File: src/rtl/psum_pkg.sv
// Shared definitions for the partial-sum accumulate controller.
//   DW / DEPTH / AW / SLC_W : data width, entries per slice, address and slice widths
//   SLCx_OFS                : flat offset of each slice inside memory_s
//   ST_*                    : controller states (state_t)
//   SAT_MAX / SAT_MIN       : saturation limits of the signed accumulator
package psum_pkg;

    localparam int DW    = 24;
    localparam int DEPTH = 40;
    localparam int AW    = 6;
    localparam int SLC_W = 2;

    localparam int SLC0_OFS = 0;
    localparam int SLC1_OFS = 40;
    localparam int SLC2_OFS = 80;

    typedef logic [2:0] state_t;
    localparam state_t ST_IDLE = 3'd0;
    localparam state_t ST_RD   = 3'd1;
    localparam state_t ST_CAP  = 3'd2;
    localparam state_t ST_WR   = 3'd3;
    localparam state_t ST_CLR  = 3'd4;

    localparam logic [DW-1:0] SAT_MAX = 24'h7FFFFF;
    localparam logic [DW-1:0] SAT_MIN = 24'h800000;

endpackage

File: src/rtl/psum_accum_ctrl_sat_add.sv
// Combinational signed saturating adder.
//   a, b : DW-bit two's complement operands
//   sum  : a + b clamped to [SAT_MIN, SAT_MAX]
//   sat  : 1 when clamping happened
module psum_accum_ctrl_sat_add
    import psum_pkg::*;
(
    input  logic [DW-1:0] a,
    input  logic [DW-1:0] b,
    output logic [DW-1:0] sum,
    output logic          sat
);

    logic [DW:0] full;

    always_comb begin
        full = {a[DW-1], a} + {b[DW-1], b};
        // Overflow iff the extra sign bit disagrees with the result sign bit;
        // the extra bit then tells which rail was crossed.
        sat = full[DW] ^ full[DW-1];
        if (!sat) begin
            sum = full[DW-1:0];
        end else if (full[DW]) begin
            sum = SAT_MIN;
        end else begin
            sum = SAT_MAX;
        end
    end

endmodule

File: src/rtl/psum_accum_ctrl.sv
// Read-modify-write controller for the write port of memory_s.
// Accepts partial-sum beats, reads the old word back, adds with signed
// saturation and writes the result; also bulk-clears one slice.
//   clk, rst_n                 : clock, async active-low reset
//   in_valid/in_ready          : beat handshake; in_addr/in_slc/in_data/in_first beat payload
//   clr_req/clr_slc            : start a bulk clear of one slice
//   flag_clr                   : clear sat_flag and err_flag
//   wraddr/wrslc/wrdata/wren   : registered memory_s write-port drive
//   wrout                      : old word from memory_s, valid RD_LAT cycles after address
//   busy, sat_flag, err_flag, wr_cnt : status
module psum_accum_ctrl
    import psum_pkg::*;
#(
    parameter int RD_LAT = 1   // 1..3
)(
    input  logic             clk,
    input  logic             rst_n,
    input  logic             in_valid,
    output logic             in_ready,
    input  logic [AW-1:0]    in_addr,
    input  logic [SLC_W-1:0] in_slc,
    input  logic [DW-1:0]    in_data,
    input  logic             in_first,
    input  logic             clr_req,
    input  logic [SLC_W-1:0] clr_slc,
    input  logic             flag_clr,
    output logic [AW-1:0]    wraddr,
    output logic [SLC_W-1:0] wrslc,
    output logic [DW-1:0]    wrdata,
    output logic             wren,
    input  logic [DW-1:0]    wrout,
    output logic             busy,
    output logic             sat_flag,
    output logic             err_flag,
    output logic [15:0]      wr_cnt
);

    localparam logic [1:0]    RD_LAST   = 2'(RD_LAT - 1);
    localparam logic [AW-1:0] LAST_ADDR = AW'(DEPTH - 1);
    localparam logic [AW-1:0] DEPTH_A   = AW'(DEPTH);

    state_t            state_reg,    state_next;
    logic [1:0]        rd_cnt_reg,   rd_cnt_next;
    logic [DW-1:0]     op_data_reg,  op_data_next;
    logic [AW-1:0]     wraddr_reg,   wraddr_next;
    logic [SLC_W-1:0]  wrslc_reg,    wrslc_next;
    logic [DW-1:0]     wrdata_reg,   wrdata_next;
    logic              wren_reg,     wren_next;
    logic              in_ready_reg, in_ready_next;
    logic              sat_reg,      sat_next;
    logic              err_reg,      err_next;
    logic [15:0]       wr_cnt_reg,   wr_cnt_next;

    logic              beat_legal;
    logic              clr_legal;
    logic              sat_set;
    logic              err_set;
    logic [DW-1:0]     sum_sat;
    logic              sum_ovf;

    assign beat_legal = (in_addr < DEPTH_A) && (in_slc != 2'd3);
    assign clr_legal  = (clr_slc != 2'd3);

    // wrout is only meaningful in CAP; the adder output is consumed there alone.
    psum_accum_ctrl_sat_add u_sat_add (
        .a   (wrout),
        .b   (op_data_reg),
        .sum (sum_sat),
        .sat (sum_ovf)
    );

    always_comb begin
        state_next   = state_reg;
        rd_cnt_next  = rd_cnt_reg;
        op_data_next = op_data_reg;
        wraddr_next  = wraddr_reg;
        wrslc_next   = wrslc_reg;
        wrdata_next  = wrdata_reg;
        wren_next    = wren_reg;
        wr_cnt_next  = wr_cnt_reg;
        sat_set      = 1'b0;
        err_set      = 1'b0;

        case (state_reg)
            ST_IDLE: begin
                // A clear request wins over a beat presented in the same cycle.
                if (clr_req) begin
                    if (clr_legal) begin
                        state_next  = ST_CLR;
                        wrslc_next  = clr_slc;
                        wraddr_next = '0;
                        wrdata_next = '0;
                        wren_next   = 1'b1;
                    end else begin
                        err_set = 1'b1;
                    end
                end else if (in_valid) begin
                    if (beat_legal) begin
                        wraddr_next  = in_addr;
                        wrslc_next   = in_slc;
                        op_data_next = in_data;
                        rd_cnt_next  = '0;
                        if (in_first) begin
                            state_next  = ST_WR;
                            wrdata_next = in_data;
                            wren_next   = 1'b1;
                        end else begin
                            state_next  = ST_RD;
                        end
                    end else begin
                        err_set = 1'b1;
                    end
                end
            end
            ST_RD: begin
                if (rd_cnt_reg == RD_LAST) begin
                    state_next = ST_CAP;
                end else begin
                    rd_cnt_next = rd_cnt_reg + 2'd1;
                end
            end
            ST_CAP: begin
                wrdata_next = sum_sat;
                wren_next   = 1'b1;
                sat_set     = sum_ovf;
                state_next  = ST_WR;
            end
            ST_WR: begin
                wren_next   = 1'b0;
                wr_cnt_next = wr_cnt_reg + 16'd1;
                state_next  = ST_IDLE;
            end
            ST_CLR: begin
                if (wraddr_reg == LAST_ADDR) begin
                    wren_next  = 1'b0;
                    state_next = ST_IDLE;
                end else begin
                    wraddr_next = wraddr_reg + AW'(1);
                end
            end
            default: begin
                wren_next  = 1'b0;
                state_next = ST_IDLE;
            end
        endcase

        in_ready_next = (state_next == ST_IDLE);
        // A set event in the same cycle as flag_clr takes precedence.
        sat_next = sat_set | (sat_reg & ~flag_clr);
        err_next = err_set | (err_reg & ~flag_clr);
    end

    always_ff @(posedge clk or negedge rst_n) begin
        if (!rst_n) begin
            state_reg    <= ST_IDLE;
            rd_cnt_reg   <= '0;
            op_data_reg  <= '0;
            wraddr_reg   <= '0;
            wrslc_reg    <= '0;
            wrdata_reg   <= '0;
            wren_reg     <= 1'b0;
            in_ready_reg <= 1'b1;
            sat_reg      <= 1'b0;
            err_reg      <= 1'b0;
            wr_cnt_reg   <= '0;
        end else begin
            state_reg    <= state_next;
            rd_cnt_reg   <= rd_cnt_next;
            op_data_reg  <= op_data_next;
            wraddr_reg   <= wraddr_next;
            wrslc_reg    <= wrslc_next;
            wrdata_reg   <= wrdata_next;
            wren_reg     <= wren_next;
            in_ready_reg <= in_ready_next;
            sat_reg      <= sat_next;
            err_reg      <= err_next;
            wr_cnt_reg   <= wr_cnt_next;
        end
    end

    assign in_ready = in_ready_reg;
    assign wraddr   = wraddr_reg;
    assign wrslc    = wrslc_reg;
    assign wrdata   = wrdata_reg;
    assign wren     = wren_reg;
    assign busy     = (state_reg != ST_IDLE);
    assign sat_flag = sat_reg;
    assign err_flag = err_reg;
    assign wr_cnt   = wr_cnt_reg;

endmodule

File: config.mk
export PLATFORM = sky130hd
export DESIGN_NAME = psum_accum_ctrl
export DESIGN_NICKNAME = d
export VERILOG_FILES = /design/src/rtl/psum_pkg.sv /design/src/rtl/psum_accum_ctrl_sat_add.sv /design/src/rtl/psum_accum_ctrl.sv
export SDC_FILE = /design/constraint.sdc
export NUM_CORES = 1
export LEC_CHECK = 0
export BUFFER_PORTS_ARGS = -buffer_cell sky130_fd_sc_hd__buf_2
export CAP_MARGIN = 0
export CORE_UTILIZATION = 30
export CTS_BUF_LIST = sky130_fd_sc_hd__clkbuf_2
export CTS_CLUSTER_DIAMETER = 40
export DETAILED_ROUTE_END_ITERATION = 7
export GPL_TIMING_DRIVEN = 0
export PLACE_DENSITY = 0.46
export RECOVER_POWER = 25
export SLEW_MARGIN = 10
export SYNTH_ARGS = -nofsm -noshare
export SYNTH_HDL_FRONTEND = slang
export SYNTH_HIERARCHICAL = 1
export SYNTH_SLANG_ARGS = --single-unit
File: constraint.sdc
create_clock -name clk -period 4 [get_ports clk]
set_input_delay 0.8 -clock clk [delete_from_list [all_inputs] [get_ports clk]]
set_output_delay 0.8 -clock clk [all_outputs]
set_load 0.03 [all_outputs]
==> out/results.ini, run 1 <==
[sta]
finClkSkew_ns=0.0471
period_share_pct=95.7
rsz0062_at_grt=false
timing_max_transition_violations_final=59
final_hold_viol_count=0
max_slew.worst_pin.slew_ns=1.52
layout_setup_ws_ns=0.170
max_freq_mhz=261
post-route-min-period_ns=3.83
relSlewSlack_pct=-1.66
setup-violations-final=0

[synth]
synth_top_cell_area_share_pct=34.4
yosysUniqueCellTypes=79
mean_cell_area_of_the_mapped_netlist_sq_um=9.91
synth_area_leader_cell=dfrtp_1
synth.top_cells.by_area=dfrtp_1, mux2_4, ha_1, mux2_2, a22o_1
synthesis.yosys.warnings=6
yosys-top-cells-count=dfrtp_1, nand2_1, a21oi_1, nand3_1, nor2_1
yosysMostFrequentCell=dfrtp_1
synth_nets=679
synth_async_sr_flop_share_pct=100
synthesized_area_sq_um=5820
syn_inst=587
count_of_state_elements_after_synthesis=81
synth_sequential_area_ratio_pct=34.9
synth_edf_count=0
main_synth_ff_type=dfrtp_1

[clocking]
clkLatencyLatePin_ns=0.63
postCtsSetupBuffers=0
cts.sink_count=81
cts_buffers=9
cts_tree=done
cts_max_path_buffers=2
ctsHtreeMaxLevel=3
clock_tree.root_cell=clkbuf_2
clkTransAtPathRegs_ns=0.22

[routing]
firstDrtPassIters=4
routed_wire_length_per_instance_microns=17.9
drt_drc_violations_left=0
drt-initial-drc-count=193
detail-route-antenna-nets=0
route.detailed.vias_per_inst=5.16
drt_wl_total_mm=17.6
via_count=5070

[power_and_ir_drop]
power_density_nw_per_um2=855
static-leakage-power_nw=3.21
vdd_drop_max_mv=0.443
post-layout-total-power_mw=5.86

[placed_design]
hpwl_mm=13.7
gp_congestion=0.859
placedInstanceArea_sq_um=6750
dp_worst_setup_slack_ns=-0.492
numPortBuffers=116

[global_routing]
vias_in_the_first_global_route=5201
grt_pass1_wl_mm=28.2
grt_start_max_net_pins=59
grt_overflow=0
track_usage_pct=18.5
number_of_antenna_violations_at_the_first_check_in_global_routing=3

[critical_path]
cp_data_arrival_time_ns=4.35
critical_path.slowest_cell=o41ai_2
crit_path_max_fanout=9
critPathKind=register to register
setup_slack_of_the_worst_register_to_register_path_ns=0.17
timing.critical_path.required_ns=4.52
timing.critical_path.max_delay_family=compound AO/OA/AOI/OAI gates
critical_path.n_buffers_inverters=1
critical-path-max-stage-delay_ns=0.58
critical_path.startpoint_type=register
crit_path_end_kind=register
crit_chain=ha_1 -> clkbuf_1 -> a21o_1 -> a311oi_1 -> o41ai_2 -> o21ai_1 -> nand2_2 -> mux2i_4 -> or3b_1 -> a22o_1 -> mux2_4

[floorplan]
die_h_microns=141
die_width_microns=141
die_area_sq_um=20000
core_area_sq_um=18800
start_util_pct=30.9
io-pin-count=117
placementRows=50

[job]
cap_viol_max_count=1

[cells_and_area]
fin_area_sq_um=6850
final_layout_size_suffix_gt1_share_pct=31.1
layout.nets=808
syn2layout_area_growth_pct=17.7

[run_status]
violations_in_the_final_reports=max-capacitance violations, max-slew violations
run_status=complete, but fails checks

[min_path]
hold_class=input pin to register

## path summary, 6_finish.rpt
kind,cells after the start,from,to
min in group asynchronous,2,rst_n,op_data_reg[23]
max in group asynchronous,3,rst_n,wrslc[0]
worst min register to register,1,wr_cnt[15],wr_cnt[15]
worst max register to register,11,op_data_reg[8],wrdata[18]
worst max-delay path,11,op_data_reg[8],wrdata[18]
worst min-delay path,2,flag_clr,err_flag
## stage by stage
| stage | util (%) | TNS [ns] | instances | hold WS (ns) |
|---|---|---|---|---|
| after floorplan | - | 0 | 587 | 0.457 |
| after global placement | 35.7 | -4.19 | 963 | 0.462 |
| after detailed placement | 35.9 | -4.18 | 964 | 0.469 |
| after CTS | 36.5 | 0 | 981 | 0.298 |
| after global routing | 36.4 | 0 | 983 | 0.318 |
| final | 36.4 | 0 | 983 | 0.368 |
## power breakdown
| part | internal, mW | leakage (nW) | total [mW] | switching (mW) |
|---|---|---|---|---|
| Combinational | 1.61 | 2.12 | 4.07 | 2.46 |
| Clock | 0.149 | 0.0662 | 0.465 | 0.316 |
| Sequential | 1.13 | 1.03 | 1.32 | 0.193 |
| Total | 2.89 | 3.21 | 5.86 | 2.97 |
## timing repair
item / CTS / global route
hold buffers: 1 / 0
resized for setup: 1 / 0
endpoints found under the hold margin: 4 / 0
endpoints found under the setup margin: 1 / 0
## cells by family after synthesis
group	Yosys count	share of synthesized area [%]
compound gates	179	22.0
xor+xnor	32	4.82
fa+ha+maj	28	6.15
buf+inv	41	3.68
flops	81	34.9
mux	53	12.1
simple gates	173	16.5
## worst reg2reg max path, delay by kind of cell (launching register included)
kind            cells  cell delay (ns)
mux                 2             0.73
fa+ha+maj           1             0.27
simple gates        2             0.71
compound gates      5             1.35
flops               1             0.43
buf+inv             1             0.27
## placed cells by master (no fill, tap or decap), types with 5 or more instances in the layout
| cell type | n |
|---|---|
| buf_2 | 121 |
| dfrtp_1 | 80 |
| nand2_1 | 40 |
| a21oi_1 | 40 |
| nor2_1 | 31 |
| nand3_1 | 31 |
| o21ai_0 | 28 |
| ha_1 | 27 |
| mux2_4 | 26 |
| a22o_1 | 24 |
| mux2_2 | 23 |
| xnor2_1 | 18 |
| clkbuf_1 | 17 |
| o211ai_1 | 17 |
| nor3_1 | 16 |
| xor2_1 | 14 |
| inv_1 | 13 |
| clkbuf_2 | 12 |
| a21o_1 | 10 |
| buf_6 | 6 |
| o21a_1 | 6 |
| nand4_1 | 6 |
| a211oi_1 | 6 |
| a31oi_1 | 5 |
## final cells by class
class                           count  area, sq um
Fill cell                        1993        12000
Multi-Input combinational cell    465         3580
Sequential cell                    81         2030
Timing Repair Buffer              118          594
Tap cell                          260          325
Buffer                             28          158
Clock inverter                      5         57.6
Clock buffer                       11         55.1
Inverter                           13         48.8
Antenna cell                        2         5.00
## metal layers
layer,global-route usage (%),wire length [microns],up-vias
met1,25.1,8420,2450
met2,29.5,7960,115
met4,6.64,279,2
li1,-,-,2484
met5,0,8,-
met3,3.04,898,19
No activity file was read; power rests on OpenSTA's default activity.
==> run 2, diff against run 1 <==
--- a/config.mk
+++ b/config.mk
@@ -7,14 +7,15 @@
 export LEC_CHECK = 0
 export BUFFER_PORTS_ARGS = -buffer_cell sky130_fd_sc_hd__buf_2
 export CAP_MARGIN = 0
+export CELL_PAD_IN_SITES_DETAIL_PLACEMENT = 1
+export CELL_PAD_IN_SITES_GLOBAL_PLACEMENT = 1
 export CORE_UTILIZATION = 30
 export CTS_BUF_LIST = sky130_fd_sc_hd__clkbuf_2
 export CTS_CLUSTER_DIAMETER = 40
 export DETAILED_ROUTE_END_ITERATION = 7
 export GPL_TIMING_DRIVEN = 0
-export PLACE_DENSITY = 0.46
+export PLACE_DENSITY = 0.57
 export RECOVER_POWER = 25
-export SLEW_MARGIN = 10
 export SYNTH_ARGS = -nofsm -noshare
 export SYNTH_HDL_FRONTEND = slang
 export SYNTH_HIERARCHICAL = 1
==> run 2 against run 1 <==
- the run still ends with max-capacitance violations, max-slew violations left
- sequential power barely moved
- combinational power rose by 2%
- via count rose by 2.1%
- largest power group unchanged
- highest routed layer unchanged
==> out/results.ini, run 2 (synthesized netlist as in run 1, its figures left out) <==
[clocking]
cts.sink_count=81
clkLatencyLatePin_ns=0.63
clock_tree.root_cell=clkbuf_2
clkTransAtPathRegs_ns=0.26
ctsHtreeMaxLevel=3
cts_max_path_buffers=2
cts_tree=done
cts_buffers=9

[critical_path]
crit_path_max_fanout=9
critical_path.n_buffers_inverters=1
critPathKind=register to register
timing.critical_path.max_delay_family=compound AO/OA/AOI/OAI gates
timing.critical_path.required_ns=4.56
cp-startpoint=op_data_reg[8]
crit_chain=ha_1 -> clkbuf_1 -> a21o_1 -> a311oi_1 -> o41ai_2 -> o21ai_1 -> nand2_2 -> mux2i_4 -> or3b_1 -> a22o_1 -> mux2_4
crit_path_end_kind=register
cp_data_arrival_time_ns=4.37
critical-path-max-stage-delay_ns=0.56
critical_path.slowest_cell=o41ai_2
critical_path.startpoint_type=register
r2r_start=op_data_reg[8]

[floorplan]
core_area_sq_um=18800
start_util_pct=30.9
io-pin-count=117
die_area_sq_um=20000
placementRows=50
die_h_microns=141
die_width_microns=141

[placed_design]
numPortBuffers=116
gp_congestion=0.840
placedInstanceArea_sq_um=6750
dp_worst_setup_slack_ns=-0.470
hpwl_mm=14.6
place_inst=964

[sta]
relSlewSlack_pct=-51.0
max_slew.worst_pin.slew_ns=2.27
layout_setup_ws_ns=0.192
post-route-min-period_ns=3.81
finClkSkew_ns=0.0482
max_freq_mhz=263
final_hold_viol_count=0
timing_max_transition_violations_final=40
rsz0062_at_grt=false
period_share_pct=95.2
setup-violations-final=0

[routing]
firstDrtPassIters=4
drt_drc_violations_left=0
via_count=5175
drt_wl_total_mm=18.7
detail-route-antenna-nets=0
route.detailed.vias_per_inst=5.28
drt-initial-drc-count=122
routed_wire_length_per_instance_microns=19.1

[global_routing]
grt_pass1_wl_mm=30.3
vias_in_the_first_global_route=5453
groute.layer.met2.usage_pct=32.3
groute.layer.met3.usage_pct=3.07
global_route_layer_with_the_greatest_usage=met2
grt_start_max_net_pins=44
number_of_antenna_violations_at_the_first_check_in_global_routing=2
grt_overflow=0
gr-usage-met1_pct=26.2
track_usage_pct=19.6

[cells_and_area]
most-common-layout-cells=buf_2, dfrtp_1, nand2_1, a21oi_1
syn2layout_area_growth_pct=18.1
layout.nets=807
final_layout_size_suffix_gt1_share_pct=31.4
fin_area_sq_um=6870
fillers=2196
most_common_library_cell_in_the_layout_ignoring_fill_and_taps=buf_2
layoutNonFillerInstCount=981

[power_and_ir_drop]
vdd_drop_max_mv=0.289
post-layout-total-power_mw=6.02
static-leakage-power_nw=3.23
power_density_nw_per_um2=877

[run_status]
run_status=complete, but fails checks
violations_in_the_final_reports=max-capacitance violations, max-slew violations

[min_path]
min-delay-start=flag_clr
hold_class=input pin to register

[job]
cap_viol_max_count=1

## run 2: cell count changes in the layout (fill, tap and decap cells not counted)
cell / before / now
clkinv_2: 0 / 3
inv_8: 0 / 1
clkinv_1: 1 / 0
clkbuf_1: 17 / 16
inv_6: 1 / 0
buf_6: 6 / 7
clkinvlp_4: 2 / 1
diode_2: 2 / 1
clkbuf_2: 12 / 10
bufinv_16: 1 / 2
dlygate4sd3_1: 1 / 0
## run 2: timing repair
item | CTS | global route
resized for setup | 0 | 1
hold buffers | 0 | 0
setup endpoints to repair | 0 | 8
buffers inserted | 0 | 0
## run 2: report_power, final
group | leakage (nW) | internal, mW | switching [mW]
sequential | 1.03 | 1.13 | 0.201
combinational | 2.12 | 1.62 | 2.53
clock | 0.0836 | 0.207 | 0.333
total | 3.23 | 2.96 | 3.07
## run 2: layout make-up
type / instances / area (sq um) / area share, %
Inverter: 13 / 48.8 / 0.710
Tap cell: 260 / 325 / 4.73
Sequential cell: 81 / 2030 / 29.5
Antenna cell: 1 / 2.50 / 0.0364
Clock buffer: 9 / 45.0 / 0.655
Buffer: 28 / 165 / 2.40
Timing Repair Buffer: 117 / 584 / 8.50
Multi-Input combinational cell: 465 / 3580 / 52.1
Clock inverter: 7 / 93.8 / 1.37
## run 2: stage by stage
stage                     hold slack [ns]  utilization [%]  setup TNS, ns
after detailed placement            0.476             35.9          -4.21
after global placement              0.459             35.7          -4.27
after floorplan                     0.457                -              0
final                               0.347             36.5              0
after CTS                          0.0562             36.6              0
after global routing                0.281             36.5              0
## run 2: worst reg2reg max path, delay by kind of cell, from the launching register on
kind / cells / cell delay (ns)
AO/OA/AOI/OAI: 5 / 1.32
adder cells (fa/ha/maj): 1 / 0.28
buffers and inverters: 1 / 0.29
flip-flops: 1 / 0.45
multiplexers: 2 / 0.73
AND/OR/NAND/NOR: 2 / 0.69
## run 2: final timing paths
| path | end | slack (ns) | cells after the start |
|---|---|---|---|
| min | err_flag | 0.35 | 2 |
| max | wrdata[18] | 0.19 | 11 |
| max reg2reg | wrdata[18] | 0.19 | 11 |
| max in group asynchronous | op_data_reg[4] | 1.10 | 2 |
| min in group asynchronous | op_data_reg[18] | 0.79 | 1 |
| min reg2reg | wr_cnt[15] | 0.49 | 1 |
## run 2: metal layers
| metal | up-vias | share of wire, % |
|---|---|---|
| met5 | - | 0.069 |
| met4 | 2 | 1.5 |
| met3 | 20 | 4.0 |
| met2 | 111 | 47 |
| met1 | 2569 | 47 |
| li1 | 2473 | - |
